<file path="config.mk">
export PLATFORM = sky130hd
export DESIGN_NAME = rgb2yuv_core
export DESIGN_NICKNAME = d
export VERILOG_FILES = /design/src/rtl/rgb2yuv_pkg.sv /design/src/rtl/rgb2yuv_mac.sv /design/src/rtl/rgb2yuv_core.sv
export SDC_FILE = /design/constraint.sdc
export NUM_CORES = 1
export LEC_CHECK = 0
export CORE_MARGIN = 1.5
export CORE_UTILIZATION = 36
export CTS_BUF_LIST = sky130_fd_sc_hd__clkbuf_4 sky130_fd_sc_hd__clkbuf_8
export DETAILED_ROUTE_END_ITERATION = 10
export HOLD_SLACK_MARGIN = 0.06
export PLACE_DENSITY = 0.59
export SLEW_MARGIN = 20
export SYNTH_ARGS = -nofsm -noshare
export SYNTH_HDL_FRONTEND = slang
export SYNTH_SLANG_ARGS = --single-unit
</file>
<file path="constraint.sdc">
create_clock -name clk -period 11.14 [get_ports clk]
set_input_delay 2.228 -clock clk [delete_from_list [all_inputs] [get_ports clk]]
set_output_delay 2.228 -clock clk [all_outputs]
set_load 0.02 [all_outputs]
</file>
<file path="src/rtl/rgb2yuv_pkg.sv">
// Shared types and constants for the RGB to YUV (BT.601) converter.
package rgb2yuv_pkg;

  typedef enum logic [1:0] {IDLE, CALC, DONE} state_t;

  localparam int PROD_W = 18;
  localparam int ACC_W  = 18;
  localparam int IDX_W  = 4;

  localparam logic [IDX_W-1:0] LAST_IDX = 4'd8;

  // Coefficients in idx order: Y(R,G,B), U(R,G,B), V(R,G,B)
  localparam logic signed [8:0] COEF [0:8] = '{
    9'sd77,   9'sd150,  9'sd29,
    -9'sd43,  -9'sd85,  9'sd128,
    9'sd128,  -9'sd107, -9'sd21
  };

  localparam int ADDR_RG   = 0;
  localparam int ADDR_B    = 1;
  localparam int ADDR_YU   = 0;
  localparam int ADDR_V    = 1;
  localparam int ADDR_STAT = 2;

  function automatic logic isChannelLast(input logic [IDX_W-1:0] idx);
    return (idx == 4'd2) || (idx == 4'd5) || (idx == 4'd8);
  endfunction

endpackage

</file>
<file path="src/rtl/rgb2yuv_mac.sv">
// Single-multiplier MAC with channel finalisation (shift, offset, optional round/saturate).
// Build option: define RGB2YUV_ROUND_EN for round-half-up plus 0..255 saturation.
module rgb2yuv_mac
  import rgb2yuv_pkg::*;
#(
  parameter int FRAC_W = 8
) (
  input  logic              clk,
  input  logic              rst_n,
  input  logic              i_en,
  input  logic              i_last,
  input  logic              i_isUv,
  input  logic [7:0]        i_pixel,
  input  logic signed [8:0] i_coef,
  output logic [7:0]        o_result
);

  logic signed [ACC_W-1:0]  r_acc;
  logic signed [8:0]        w_pixelExt;
  logic signed [PROD_W-1:0] w_product;
  logic signed [ACC_W-1:0]  w_sum;

  assign w_pixelExt = $signed({1'b0, i_pixel});
  assign w_product  = w_pixelExt * i_coef;
  assign w_sum      = r_acc + w_product;

  // Accumulator restarts at every channel boundary so each channel sums independently
  always_ff @(posedge clk or negedge rst_n) begin
    if (!rst_n) begin
      r_acc <= '0;
    end else if (i_en) begin
      r_acc <= i_last ? '0 : w_sum;
    end
  end

`ifdef RGB2YUV_ROUND_EN
  localparam logic signed [ACC_W-1:0] ROUND_BIAS = ACC_W'(1 << (FRAC_W - 1));
  localparam logic signed [ACC_W-1:0] UV_OFFSET  = ACC_W'(128);

  logic signed [ACC_W-1:0] w_shifted;
  logic signed [ACC_W-1:0] w_offset;

  assign w_shifted = (w_sum + ROUND_BIAS) >>> FRAC_W;
  assign w_offset  = i_isUv ? (w_shifted + UV_OFFSET) : w_shifted;

  always_comb begin
    o_result = w_offset[7:0];
    if (w_offset < 0) begin
      o_result = 8'h00;
    end else if (w_offset > ACC_W'(255)) begin
      o_result = 8'hFF;
    end
  end
`else
  // Truncated result never leaves 0..255, so the low byte of the shifted sum is exact
  assign o_result = w_sum[FRAC_W+7:FRAC_W] + (i_isUv ? 8'd128 : 8'd0);
`endif

endmodule

</file>
<file path="src/rtl/rgb2yuv_core.sv">
// Host-register RGB to YUV converter: FSM, coefficient sequencing and register file.
// Build option: RGB2YUV_ROUND_EN (see rgb2yuv_mac) enables rounding and saturation.
module rgb2yuv_core
  import rgb2yuv_pkg::*;
#(
  parameter int DATA_W = 16,
  parameter int ADDR_W = 2,
  parameter int FRAC_W = 8
) (
  input  logic              clk,
  input  logic              rst_n,
  input  logic              Start,
  output logic              Finish,
  input  logic [ADDR_W-1:0] WrAddr,
  input  logic              WrEn,
  input  logic [DATA_W-1:0] WrData,
  input  logic [ADDR_W-1:0] RdAddr,
  output logic [DATA_W-1:0] RdData
);

  state_t           r_state;
  state_t           w_nextState;
  logic [IDX_W-1:0] r_idx;
  logic [7:0]       r_R, r_G, r_B;
  logic [7:0]       r_opR, r_opG, r_opB;
  logic [7:0]       r_Y, r_U, r_V;
  logic             w_busy;
  logic             w_startAccept;
  logic             w_wrAccept;
  logic             w_last;
  logic [7:0]       w_pixel;
  logic [7:0]       w_macResult;

  assign w_startAccept = Start && (r_state != CALC);
  assign w_wrAccept    = WrEn && (r_state != CALC);
  assign w_last        = isChannelLast(r_idx);

  always_ff @(posedge clk or negedge rst_n) begin
    if (!rst_n) r_state <= IDLE;
    else        r_state <= w_nextState;
  end

  always_comb begin
    w_nextState = r_state;
    case (r_state)
      IDLE:    if (Start) w_nextState = CALC;
      CALC:    if (r_idx == LAST_IDX) w_nextState = DONE;
      DONE:    if (Start) w_nextState = CALC;
      default: w_nextState = IDLE;
    endcase
  end

  always_comb begin
    Finish = (r_state == DONE);
    w_busy = (r_state == CALC);
  end

  // Operands are snapshotted on Start so a same-cycle write cannot affect the running pixel
  always_ff @(posedge clk or negedge rst_n) begin
    if (!rst_n) begin
      r_idx <= '0;
      r_R   <= '0;  r_G   <= '0;  r_B   <= '0;
      r_opR <= '0;  r_opG <= '0;  r_opB <= '0;
      r_Y   <= '0;  r_U   <= '0;  r_V   <= '0;
    end else begin
      if (w_busy) r_idx <= (r_idx == LAST_IDX) ? '0 : r_idx + 1'b1;
      else        r_idx <= '0;
      if (w_startAccept) begin
        r_opR <= r_R;
        r_opG <= r_G;
        r_opB <= r_B;
      end
      if (w_wrAccept && WrAddr == ADDR_W'(ADDR_RG)) begin
        r_R <= WrData[15:8];
        r_G <= WrData[7:0];
      end else if (w_wrAccept && WrAddr == ADDR_W'(ADDR_B)) begin
        r_B <= WrData[7:0];
      end
      if (w_busy && r_idx == 4'd2) r_Y <= w_macResult;
      if (w_busy && r_idx == 4'd5) r_U <= w_macResult;
      if (w_busy && r_idx == 4'd8) r_V <= w_macResult;
    end
  end

  always_comb begin
    case (r_idx)
      4'd0, 4'd3, 4'd6: w_pixel = r_opR;
      4'd1, 4'd4, 4'd7: w_pixel = r_opG;
      default:          w_pixel = r_opB;
    endcase
  end

  rgb2yuv_mac #(
    .FRAC_W (FRAC_W)
  ) u_mac (
    .clk      (clk),
    .rst_n    (rst_n),
    .i_en     (w_busy),
    .i_last   (w_last),
    .i_isUv   (r_idx > 4'd2),
    .i_pixel  (w_pixel),
    .i_coef   (COEF[r_idx]),
    .o_result (w_macResult)
  );

  always_comb begin
    case (RdAddr)
      ADDR_W'(ADDR_YU):   RdData = DATA_W'({r_Y, r_U});
      ADDR_W'(ADDR_V):    RdData = DATA_W'(r_V);
      ADDR_W'(ADDR_STAT): RdData = DATA_W'(w_busy);
      default:            RdData = '0;
    endcase
  end

endmodule

</file>
==> results.yml <==
routing:
  drtAntennaViolNets: 0
  wirelength_mm: 14.7
  drtIter0Drc: 235
  wl_per_cell_um: 16.1
  drc: 0
  vias: 4663
  drtPass1Iterations: 7
  viasPerCell: 5.09
cells_and_area:
  drive_gt1_frac: 0.146
  final_util: 0.413
  diodes: 0
  nets: 812
  area_growth_pct: 12.9
  nFillCells: 1809
die:
  start_util: 0.366
  dieHeight_um: 141
  core_um2: 18700
  die_w_um: 141
  die-area_um2: 19900
  io_pins: 41
  rows: 50
critical_path:
  worstSetupPathType: "reg2reg"
  r2r_cells: 24
  crit_fanout: 13
  worst_setup_path_start_kind: "flop"
  crit_arrival_ns: 7.76
  crit_path_end_kind: "flop"
  worstPathRequired_ns: 11.47
timing:
  maxSlewViolCount: 0
  clock.fmax_mhz: 135
  slew_headroom: 0.350
  skew_ns: 0.0102
  fin_crit_ns: 7.43
  rsz0062_at_grt: "no"
  finalSetupViolCount: 0
  setup_tns_ns: 0
  max_slew.worst_pin.slew_ns: 0.973
  min_period_over_period: 0.667
  final_hold_viol_count: 0
yosys:
  ys_warn_count: 0
  synth_edf_count: 0
  synthCells: 638
  ys.flop_type: "dfrtp_1"
  async_flop_share: 1.00
  syn-num-nets: 772
  post_synth.cell_area_avg_um2: 10.7
  syn-cell-area_um2: 6850
  synth_cell_types: 49
  yosysSeqAreaShare: 0.343
  synth-seq-cells: 94
clocking:
  htreeDepth: 3
  clkSlewWorstSetupHoldPaths_ns: 0.10
  cts_resized: 0
  root_buffer: "clkbuf_8"
  clk_path_buf_depth: 2
  cts_tree: "built"
  clock_latency_ns: 0.39
  cts_buffers: 9
  post_cts_buffers: 0
  cts_hold_buf: 0
  cts.sinks: 94
hold_path:
  holdPathStages: 2
  worstHoldPathType: "reg2reg"
global_routing:
  grt_pass1_wl_mm: 24.6
  use_met3: 0.0333
  use_met2: 0.261
  grt_usage: 0.158
  grt_pass1_vias: 4860
  met1_usage: 0.213
  top_usage_layer: "met2"
  grt_start_max_net_pins: 77
  overflow: 0
  antenna_found_initial: 0
outcome:
  status: "finished clean"
place:
  port_buffers: 40
  routabilityCongestion: 0.905
  hpwl_mm: 11.8
run:
  max_cap_violations: 0
## cells by family after synthesis
logic type / count (synthesis) / share of synthesized area
flip-flops: 94 / 0.343
multiplexers: 79 / 0.129
adder cells (fa/ha/maj): 110 / 0.261
XOR/XNOR: 17 / 0.0237
buffers and inverters: 94 / 0.0517
AO/OA/AOI/OAI: 80 / 0.0838
AND/OR/NAND/NOR: 164 / 0.107
## registers in the layout (all words and copies together) (netlist names)
name         flops
r_B              8
r_G              8
r_R              8
r_U              8
r_V              8
r_Y              8
r_idx            4
r_opB            8
r_opG            8
r_opR            8
r_state          2
u_mac.r_acc     16
## worst max-delay path, cell delays in order (launching register included)
cell	delay, ns
dfrtp_1	0.48
inv_1	0.16
ha_1	0.28
o21ai_0	0.10
a21oi_1	0.71
a222oi_1	0.26
buf_4	0.25
or2_2	0.29
fa_1	0.49
inv_1	0.05
fa_1	0.50
inv_1	0.05
fa_1	0.47
inv_1	0.05
fa_1	0.52
inv_1	0.05
fa_1	0.52
inv_1	0.04
ha_1	0.29
o21ai_0	0.17
a211o_1	0.29
nor2_1	0.29
mux2_2	0.38
a211oi_1	0.43
mux2_2	0.25
## metrics by stage
| step | area, um2 | worst slack (ns) | hold slack, ns | cells |
|---|---|---|---|---|
| floorplan | 6850 | 4.58 | 0.442 | 638 |
| global placement | 7520 | 3.96 | 0.462 | 900 |
| detailed placement | 7520 | 3.70 | 0.469 | 900 |
| CTS | 7720 | 3.71 | 0.491 | 916 |
| global route | 7730 | 3.16 | 0.511 | 917 |
| finish | 7730 | 3.71 | 0.488 | 917 |
## synth_stat cells, types with 2 or more instances
cell type,n,area (um2)
ha_1,55,688
clkbuf_1,14,52.6
a21oi_1,15,75.1
mux2_4,2,30.0
o21bai_1,2,15.0
or2_2,4,25.0
mux2_2,67,754
inv_1,78,293
and2_1,17,106
nand2_1,63,236
nand2b_1,3,18.8
nor2b_1,6,37.5
a22o_1,9,78.8
nor3_1,6,30.0
a221o_1,5,50.1
a211oi_1,4,30.0
a211o_1,2,17.5
o21a_1,3,22.5
nor2_1,57,214
mux2i_1,10,100
xnor2_1,15,131
a221oi_1,5,43.8
dfrtp_1,94,2350
o21ai_0,16,80.1
nand3_1,2,10.0
o31ai_1,4,30.0
a21o_1,4,30.0
fa_1,55,1100
## final timing paths
| path | startpoint | slack (ns) | end |
|---|---|---|---|
| min | u_mac.r_acc[14]$_DFFE_PN0P_ | 0.49 | u_mac.r_acc[14]$_DFFE_PN0P_ |
| max in group asynchronous | rst_n | 8.18 | r_B[4]$_DFFE_PN0P_ |
| max | r_idx[0]$_DFF_PN0_ | 3.71 | r_V[5]$_DFFE_PN0P_ |
| min in group asynchronous | rst_n | 1.71 | u_mac.r_acc[3]$_DFFE_PN0P_ |
| max reg2reg | r_idx[0]$_DFF_PN0_ | 3.71 | r_V[5]$_DFFE_PN0P_ |
| min reg2reg | u_mac.r_acc[14]$_DFFE_PN0P_ | 0.49 | u_mac.r_acc[14]$_DFFE_PN0P_ |
## cells in the final DEF, fill, tap and decap left out, types with 3 or more instances in the layout
| master | n |
|---|---|
| a211oi_1 | 4 |
| a21o_1 | 4 |
| a21oi_1 | 15 |
| a221o_1 | 5 |
| a221oi_1 | 5 |
| a22o_1 | 9 |
| and2_1 | 17 |
| buf_4 | 5 |
| clkbuf_8 | 10 |
| clkdlybuf4s50_1 | 39 |
| dfrtp_1 | 94 |
| fa_1 | 55 |
| ha_1 | 55 |
| inv_1 | 78 |
| inv_8 | 3 |
| mux2_2 | 67 |
| mux2i_1 | 10 |
| nand2_1 | 63 |
| nand2b_1 | 3 |
| nor2_1 | 57 |
| nor2b_1 | 6 |
| nor3_1 | 6 |
| o21a_1 | 3 |
| o21ai_0 | 16 |
| o31ai_1 | 4 |
| or2_2 | 4 |
| xnor2_1 | 15 |
## layer usage
layer	up-vias	share of wire
li1	2204	-
met1	2380	0.47
met2	69	0.49
met3	10	0.038
met4	0	0.011
met5	-	0
## area by class of cell
cell class | instances | area (um2) | share of cell area
clock buffers | 9 | 124 | 0.0160
flip-flops and latches | 94 | 2350 | 0.304
multi-input cells | 450 | 4150 | 0.537
well taps | 234 | 293 | 0.0379
repair buffers | 45 | 442 | 0.0571
inverters | 78 | 293 | 0.0379
clock inverters | 7 | 75.1 | 0.00971
Power is not shown: default switching activity piles up to over one toggle a cycle in this logic, so the estimate is an artifact.
